### src/rtl/sync_down_counter_reload.sv
`default_nettype none
//============================================================================
// Module      : sync_down_counter_reload
// Description : Synchronous WIDTH-bit down counter with parallel load,
//               count enable, one-shot / auto-reload mode and a registered
//               terminal-count pulse. Used as a tick or timeout generator.
// Revision    : 1.0  initial release
//============================================================================
module sync_down_counter_reload #(
    parameter int               WIDTH     = 3,
    parameter logic [WIDTH-1:0] RESET_VAL = {WIDTH{1'b1}}
) (
    input  logic             clk,
    input  logic             rst,
    input  logic             en,
    input  logic             load,
    input  logic [WIDTH-1:0] d,
    input  logic             auto_reload,
    output logic [WIDTH-1:0] q,
    output logic             tc,
    output logic             zero,
    output logic             running,
    output logic             done
);

    localparam logic [0:0] c_ST_RUN  = 1'b0;
    localparam logic [0:0] c_ST_HALT = 1'b1;

    localparam logic [WIDTH-1:0] c_ZERO = '0;
    localparam logic [WIDTH-1:0] c_ONE  = WIDTH'(1);

    logic [WIDTH-1:0] r_q;
    logic [WIDTH-1:0] r_reload;
    logic [0:0]       r_state;
    logic             r_tc;

    logic [WIDTH-1:0] w_q_nxt;
    logic [WIDTH-1:0] w_reload_nxt;
    logic [0:0]       w_state_nxt;
    logic             w_tc_nxt;
    logic             w_q_is_zero;

    assign w_q_is_zero = (r_q == c_ZERO);

    // Next-state decode; priority is rst > load > en, rst handled in the flop.
    always_comb begin
        w_q_nxt      = r_q;
        w_reload_nxt = r_reload;
        w_state_nxt  = r_state;
        w_tc_nxt     = 1'b0;
        if (load) begin
            // A load always restarts counting and suppresses the decrement.
            w_q_nxt      = d;
            w_reload_nxt = d;
            w_state_nxt  = c_ST_RUN;
        end else begin
            case (r_state)
                c_ST_RUN: begin
                    if (en) begin
                        if (!w_q_is_zero) begin
                            // Pulse tc on the step that lands on zero.
                            w_q_nxt  = r_q - c_ONE;
                            w_tc_nxt = (r_q == c_ONE);
                        end else if (auto_reload) begin
                            // A zero reload value keeps q at 0 and pulses tc every step.
                            w_q_nxt  = r_reload;
                            w_tc_nxt = (r_reload == c_ZERO);
                        end else begin
                            w_state_nxt = c_ST_HALT;
                        end
                    end
                end
                default: begin
                    // HALT: hold at zero until a load or reset.
                    w_state_nxt = c_ST_HALT;
                end
            endcase
        end
    end

    // State registers with synchronous active-high reset.
    always_ff @(posedge clk) begin
        if (rst) begin
            r_q      <= RESET_VAL;
            r_reload <= RESET_VAL;
            r_state  <= c_ST_RUN;
            r_tc     <= 1'b0;
        end else begin
            r_q      <= w_q_nxt;
            r_reload <= w_reload_nxt;
            r_state  <= w_state_nxt;
            r_tc     <= w_tc_nxt;
        end
    end

    assign q       = r_q;
    assign tc      = r_tc;
    assign zero    = w_q_is_zero;
    assign running = (r_state == c_ST_RUN);
    assign done    = (r_state == c_ST_HALT);

endmodule
`default_nettype wire

### config.mk
export PLATFORM = sky130hd
export DESIGN_NAME = sync_down_counter_reload
export DESIGN_NICKNAME = d
export VERILOG_FILES = /design/src/rtl/sync_down_counter_reload.sv
export SDC_FILE = /design/constraint.sdc
export NUM_CORES = 1
export LEC_CHECK = 0
export ABC_AREA = 1
export BUFFER_PORTS_ARGS = -buffer_cell sky130_fd_sc_hd__buf_2
export CELL_PAD_IN_SITES_DETAIL_PLACEMENT = 0
export CELL_PAD_IN_SITES_GLOBAL_PLACEMENT = 1
export CORE_MARGIN = 2
export CORE_UTILIZATION = 34
export DETAILED_ROUTE_END_ITERATION = 16
export PLACE_DENSITY = 0.84
export SYNTH_ARGS = -nofsm -noshare
export SYNTH_HDL_FRONTEND = slang
export SYNTH_SLANG_ARGS = --single-unit
### constraint.sdc
create_clock -name clk -period 2.3 [get_ports clk]
set_input_delay 0.575 -clock clk [delete_from_list [all_inputs] [get_ports clk]]
set_output_delay 0.575 -clock clk [all_outputs]
set_load 0.01 [all_outputs]
==> qor.log, run 1 <==
[run_status] outcome complete, no violations
[floorplan] width of the chip 40.5 µm
[routing] via density per instance 4.69
[worst_setup_path] critical path fanouts, max 5
[grt] initial antenna violation count 0
[synth] arithmetic-cell share of the synthesized area counting full adders, half adders and majority gates 8.31%
[power] Power per Cell Area 577 mW/mm²
[placement] total half-perimeter wirelength after legalization and detailed placement 779 µm
[routing] drt total wl 942 µm
[synth] Post-Synthesis Mean Instance Area 7.17 µm²
[power] share of power burned in the clock network 33.5%
[timing] RSZ-0062 raised after global routing false
[grt] total routing usage reported by global routing 15.6%
[finish] diode insertion count for antenna repair 0
[hold_path] Worst Hold Depth 2
[clock_network] Post-CTS Setup Repair Bufs 0
[synth] Synth Area in XOR/XNOR 0%
[timing] setup-violating endpoint count in the final report 0
[grt] GRT Residual Overflow 0
[synth] dominant combinational cell family by area after synthesis simple AND/OR/NAND/NOR gates
[finish] fraction of final layout cells with drive strength greater than 1 31.3%
[routing] violation count after the first detailed-routing iteration 5
[clock_network] TritonCTS buffer count 3
[clock_network] insertion delay of the later-clocked pin in the worst-skew pair 0.26 ns
[routing] Pre-Repair DR Iteration Count 4
[floorplan] standard cell core area 0.00127 mm²
[clock_network] count of cells resized by post-cts repair 0
[hold_path] destination of the worst hold path r_reload[0]
[floorplan] area of the die 0.00164 mm²
[floorplan] number of top-level pins 15
[timing] highest clock rate 538 MHz
[power] internal power consumption 0.233 mW
[power] switch share 28.3%
[clock_network] clock transition at the registers of the reported paths 0.05 ns
[timing] max_slew headroom 80.8%
[finish] Final Net Count 93
[synth] library cells used by synthesis 16
[timing] number of max-slew violations in the final report 0
[placement] I/O Buffers 14
[timing] final hold slack 0.478 ns
[power] Gate power share 18.6%
[synth] Synth Area in Compound Gates 8.31%
[power] maximum vdd drop 323 µV
[hold_path] class of the tightest hold or removal check reg2reg
[finish] commonest cells after routing, fill and taps aside sky130_fd_sc_hd__nand2_1, sky130_fd_sc_hd__buf_2, sky130_fd_sc_hd__nand3_1, sky130_fd_sc_hd__dfxtp_1, sky130_fd_sc_hd__inv_1
[power] static leakage power 0.298 nW
[worst_setup_path] Crit Reg-Reg Endpoint q[0]
[worst_setup_path] register-to-register setup slack 1.04 ns
[clock_network] clock sinks 8
[clock_network] H-Tree Level Count 1
[routing] routed length per placed instance 9.92 µm
[clock_network] root cell of the clock tree sky130_fd_sc_hd__clkbuf_4
[routing] number of vias in the routed layout 446
[synth] multiplexer area fraction after synthesis 0%
[worst_setup_path] Worst R2R Path Depth 7
[grt] pin count of the biggest net entering global routing 8
[timing] count of endpoints failing hold in the final timing report 0
[worst_setup_path] critical path type reg2out
[clock_network] hold buffer count at CTS 0
[timing] slew at the pin with the worst max-slew slack 0.287 ns
[floorplan] placement row count 13
[worst_setup_path] startpoint type of the worst setup path flop
[grt] vias in the first global route 448
[synth] simple-gate area share of the yosys netlist 35.5%
[clock_network] clock tree from TritonCTS built
[floorplan] initial core utilization 35.6%
[worst_setup_path] reg2reg start q[0]
[timing] post-layout minimum cycle time 1.86 ns
[hold_path] start point of the worst min-delay path r_reload[0]
[timing] setup clock skew after layout 0.00951 ns
[flow_run] max-cap violation count 0
[timing] final sum of negative setup slack 0 ns
[placement] Routability Congestion 0.775
[worst_setup_path] required time of the worst setup path 1.73 ns
[routing] count of antenna-violating nets left after detailed routing 0
[finish] layout overhead on the synthesized area 24.7%
[floorplan] Die Y-Extent 40.5 µm
[synth] cell area after technology mapping 452 µm²
[synth] sequential element share of the synthesized area 35.5%
[synth] number of nets in the synthesized netlist 74
[power] Sw Pwr 0.0918 mW
[synth] number of instances in the synthesized netlist 63
[worst_setup_path] CP endpoint kind output port
[grt] wire length of the first global-routing pass 1650 µm
[synth] synthesis warning total 0
[power] Sequential Power Share 47.9%
[timing] post-route clock period utilization 80.8%
[routing] DR DRC count 0
[worst_setup_path] arrival time of the worst setup path 1.28 ns
[synth] flip-flop and latch count after synthesis 8
[clock_network] CTS Buffer Depth 2
[cell usage after synthesis, drive strengths merged]
master / count / area share (%)
inv: 9 / 7.5
o21a: 1 / 1.7
ha: 3 / 8.3
bufinv: 1 / 3.9
nor3: 2 / 2.2
nor2: 5 / 5.8
nand2: 15 / 13
o21ai: 1 / 1.1
a21oi: 5 / 5.5
clkinv: 1 / 1.1
nand3: 12 / 14
dfxtp: 8 / 35
[metrics by stage]
step / setup WS, ns / area [µm²] / power, mW / util (%) / instances
floorplan: 0.852 / 452 / 0.198 / - / 63
global route: 0.365 / 563 / 0.346 / 44.4 / 95
finish: 0.441 / 563 / 0.325 / 44.4 / 95
global placement: 0.758 / 541 / 0.219 / 42.6 / 92
CTS: 0.435 / 563 / 0.328 / 44.4 / 95
detailed placement: 0.706 / 541 / 0.219 / 42.6 / 92
[logic make-up (layout without fill, tap and decap cells)]
family          count (synthesis)  after routing
compound gates                  7              7
fa+ha+maj                       3              3
buf+inv                        11             28
flops                           8              8
simple gates                   34             34
[registers in the layout (all words and copies together), names as in the netlist]
name / cells
done: 1
r_reload: 3
q: 3
tc: 1
[cell type report]
class	count	area, µm²
clock buffer	3	22.5
fill	143	706
inverter	11	56.3
multi-input combinational	44	235
sequential	8	160
tap	15	18.8
timing repair buffer	14	70.1
[layer usage]
metal | global-route usage (%) | vias to the layer above | part of all wire [%]
met2 | 27.8 | 17 | 45
met1 | 16.2 | 191 | 45
met5 | 0 | - | 0
met4 | 2.50 | 0 | 1.1
met3 | 8.33 | 2 | 8.2
li1 | - | 236 | -
[critical path: stages (launching register included)]
cell,delay [ns]
sky130_fd_sc_hd__dfxtp_1,0.33
sky130_fd_sc_hd__inv_1,0.10
sky130_fd_sc_hd__ha_1,0.26
sky130_fd_sc_hd__inv_2,0.07
sky130_fd_sc_hd__nor2_4,0.12
sky130_fd_sc_hd__buf_2,0.15
[power groups by stage]
stage / combinational [mW] / sequential, mW / clock [mW]
4_1_cts: 0.0610 / 0.156 / 0.111
5_1_grt: 0.0690 / 0.157 / 0.120
2_1_floorplan: 0.0389 / 0.159 / 0
6_report: 0.0603 / 0.156 / 0.109
3_3_place_gp: 0.0608 / 0.158 / 0
3_5_place_dp: 0.0608 / 0.159 / 0
[worst max path at each step]
stage                     from   end  slack, ns  cells past startpoint
after floorplan           q[0]  zero       0.85                      4
after global placement    q[0]  zero       0.76                      5
after detailed placement  q[0]  zero       0.71                      5
after CTS                 q[0]  zero       0.43                      5
after global routing      q[0]  zero       0.36                      5
final                     q[0]  zero       0.44                      5
(Power assumes the default switching activity.)
==> run 2, diff against run 1 <==
--- a/config.mk
+++ b/config.mk
@@ -10,9 +10,9 @@
 export CELL_PAD_IN_SITES_DETAIL_PLACEMENT = 0
 export CELL_PAD_IN_SITES_GLOBAL_PLACEMENT = 1
 export CORE_MARGIN = 2
-export CORE_UTILIZATION = 34
+export CORE_UTILIZATION = 32
 export DETAILED_ROUTE_END_ITERATION = 16
-export PLACE_DENSITY = 0.84
+export PLACE_DENSITY = 0.81
 export SYNTH_ARGS = -nofsm -noshare
 export SYNTH_HDL_FRONTEND = slang
 export SYNTH_SLANG_ARGS = --single-unit
==> constraint.sdc (replaced) <==
create_clock -name clk -period 1.84 [get_ports clk]
set_input_delay 0.46 -clock clk [delete_from_list [all_inputs] [get_ports clk]]
set_output_delay 0.46 -clock clk [all_outputs]
set_load 0.01 [all_outputs]
==> run 2 against run 1 <==
- sequential power up 24%
- setup slack worse by 0.30 ns
- cell count unchanged
- critical path depth unchanged
- core utilization down 1.5 points
- non-clock buffer count unchanged
- hold slack worse by 0.045 ns
- critical endpoint unchanged
- largest cell class unchanged
==> qor.log, run 2 (same netlist as run 1, synthesis figures left out) <==
[routing] DR DRC count 0 [unchanged]
[worst_setup_path] startpoint type of the worst setup path flop
[grt] GR Layer Usage met2 21.9% [-5.9 points]
[worst_setup_path] CP Cell Sequence inv_1 -> ha_2 -> inv_2 -> nor2_4 -> buf_2
[timing] setup clock skew after layout 0.00131 ns [-0.00819 ns]
[clock_network] TritonCTS buffer count 3 [unchanged]
[clock_network] Post-CTS Setup Repair Bufs 0 [unchanged]
[routing] Pre-Repair DR Iteration Count 4 [unchanged]
[grt] fraction of met1 tracks used by global routing 14.1% [-2.1 points]
[power] switch share 27.5% [-0.75 points]
[worst_setup_path] critical path fanouts, max 5 [unchanged]
[clock_network] root cell of the clock tree sky130_fd_sc_hd__clkbuf_4
[clock_network] CTS Buffer Depth 2 [unchanged]
[worst_setup_path] reg2reg start q[0]
[routing] drt total wl 973 µm [+3.3%]
[power] internal power consumption 0.292 mW [+25%]
[floorplan] area of the die 0.00173 mm² [+5.6%]
[power] Gate power share 19.0% [+0.4 points]
[timing] slew at the pin with the worst max-slew slack 0.276 ns [-0.0117 ns]
[clock_network] H-Tree Level Count 1 [unchanged]
[placement] I/O Buffers 14 [unchanged]
[floorplan] number of top-level pins 15 [unchanged]
[placement] worst-case setup slack after placement 0.368 ns [-0.339 ns]
[power] post-layout total power 0.403 mW [+24%]
[timing] highest clock rate 588 MHz
[finish] post-route cell area 566 µm² [+0.44%]
[finish] area taken by multi-input logic gates 238 µm² [+1.1%]
[hold_path] start point of the worst min-delay path d[1]
[grt] fraction of met3 tracks used by global routing 8.70% [+0.36 points]
[finish] Final Net Count 93 [unchanged]
[power] Sw Pwr 0.111 mW [+21%]
[finish] commonest cells after routing, fill and taps aside sky130_fd_sc_hd__nand2_1, sky130_fd_sc_hd__buf_2, sky130_fd_sc_hd__nand3_1, sky130_fd_sc_hd__dfxtp_1, sky130_fd_sc_hd__inv_1
[worst_setup_path] critical path launch point q[0]
[run_status] outcome complete, no violations
[placement] cell total after placement 92 [unchanged]
[worst_setup_path] critical path type reg2out
[clock_network] clock tree from TritonCTS built
[clock_network] insertion delay of the later-clocked pin in the worst-skew pair 0.25 ns [about the same]
[timing] setup-violating endpoint count in the final report 0 [unchanged]
[grt] vias in the first global route 440 [-1.8%]
[worst_setup_path] register-to-register setup slack 0.62 ns [-0.42 ns]
[finish] final cell utilization of the core 42.9% [-1.5 points]
[routing] via density per instance 4.69 [unchanged]
[worst_setup_path] required time of the worst setup path 1.38 ns [-0.35 ns]
[grt] GRT Residual Overflow 0 [unchanged]
[finish] fraction of final layout cells with drive strength greater than 1 32.5% [+1.3 points]
[routing] routed length per placed instance 10.2 µm [+3.3%]
[timing] post-layout minimum cycle time 1.70 ns
[timing] final sum of negative setup slack 0 ns [unchanged]
[worst_setup_path] slowest stage cell, crit path sky130_fd_sc_hd__dfxtp_1
[timing] max_slew headroom 81.6% [+0.78 points]
[placement] total half-perimeter wirelength after legalization and detailed placement 804 µm [+3.2%]
[grt] GRT Max-Usage Layer met2
[power] Power per Cell Area 712 mW/mm² [+23%]
[floorplan] initial core utilization 34.3% [-1.3 points]
[grt] pin count of the biggest net entering global routing 8 [unchanged]
[clock_network] clock sinks 8 [unchanged]
[floorplan] standard cell core area 0.00132 mm² [+3.8%]
[finish] diode insertion count for antenna repair 0 [unchanged]
[clock_network] clock transition at the registers of the reported paths 0.05 ns [about the same]
[timing] final worst-path setup slack 0.140 ns [-0.300 ns]
[timing] number of max-slew violations in the final report 0 [unchanged]
[routing] violation count after the first detailed-routing iteration 6 [+1]
[placement] Placement Cell Area 541 µm² [unchanged]
[placement] Routability Congestion 0.783 [+0.98%]
[timing] RSZ-0062 raised after global routing false
[floorplan] width of the chip 41.6 µm [+2.8%]
[finish] layout overhead on the synthesized area 25.2%
[finish] count of non-filler cells in the finished layout 95 [unchanged]
[worst_setup_path] Critical path buffers and inverters 3 [unchanged]
[timing] count of endpoints failing hold in the final timing report 0 [unchanged]
[power] share of power burned in the clock network 32.8% [-0.7 points]
[floorplan] placement row count 13 [unchanged]
[power] maximum vdd drop 454 µV [+40%]
[worst_setup_path] cell family contributing the most delay on the critical path flip-flops
[power] static leakage power 0.296 nW [-0.74%]
[timing] post-route clock period utilization 92.4%
[finish] fillcell total 144 [+0.70%]
[power] Sequential Power Share 48.2% [+0.3 points]
[timing] final hold slack 0.433 ns [-0.0453 ns]
[routing] number of vias in the routed layout 446 [unchanged]
[worst_setup_path] CP endpoint kind output port
[worst_setup_path] arrival time of the worst setup path 1.24 ns [-0.04 ns]
[grt] initial antenna violation count 0 [unchanged]
[floorplan] Die Y-Extent 41.6 µm [+2.8%]
[grt] wire length of the first global-routing pass 1740 µm [+5.4%]
[finish] flip-flop and latch area 160 µm² [unchanged]
[flow_run] max-cap violation count 0 [unchanged]
[worst_setup_path] biggest cell delay along the critical path 0.33 ns [about the same]
[hold_path] class of the tightest hold or removal check in2reg
[routing] count of antenna-violating nets left after detailed routing 0 [unchanged]
[grt] total routing usage reported by global routing 13.1% [-2.5 points]
## run 2: cell counts in the layout (fill, tap and decap cells not counted)
Identical to the previous run, type by type.
## run 2: layout make-up
type / instances / share of cell area, %
multi-input combinational: 44 / 42.0
clock buffer: 3 / 3.98
sequential: 8 / 28.3
timing repair buffer: 14 / 12.4
inverter: 11 / 9.96
tap: 15 / 3.32
## run 2: timing repair
action,in CTS,in global routing
gates resized for setup,0,1
endpoints found under the setup margin,0,1
hold buffers,0,0
## run 2: worst register-to-register path: cells and delay by family (launching register included)
family	cells	cell delay, ns
adder cells (fa/ha/maj)	1	0.24
buffers and inverters	2	0.19
AND/OR/NAND/NOR	4	0.34
flip-flops	1	0.33
## run 2: worst paths after layout
kind                 endpoint  cells past startpoint
setup reg to reg         q[1]                      7
setup / recovery         zero                      5
hold / removal    r_reload[1]                      3
hold reg to reg   r_reload[1]                      2
## run 2: metal layers
layer  share of wire [%]  up-vias
li1                    -      238
met1                  45      193
met2                  46       13
met3                 8.7        2
met4                0.82        0
met5                   0        -
## run 2: power groups by stage
stage,Clock (mW),Combinational [mW],Sequential [mW]
3_3_place_gp,0,0.0768,0.197
5_1_grt,0.144,0.0888,0.196
2_1_floorplan,0,0.0486,0.199
6_report,0.132,0.0765,0.194
4_1_cts,0.138,0.0769,0.194
3_5_place_dp,0,0.0765,0.198
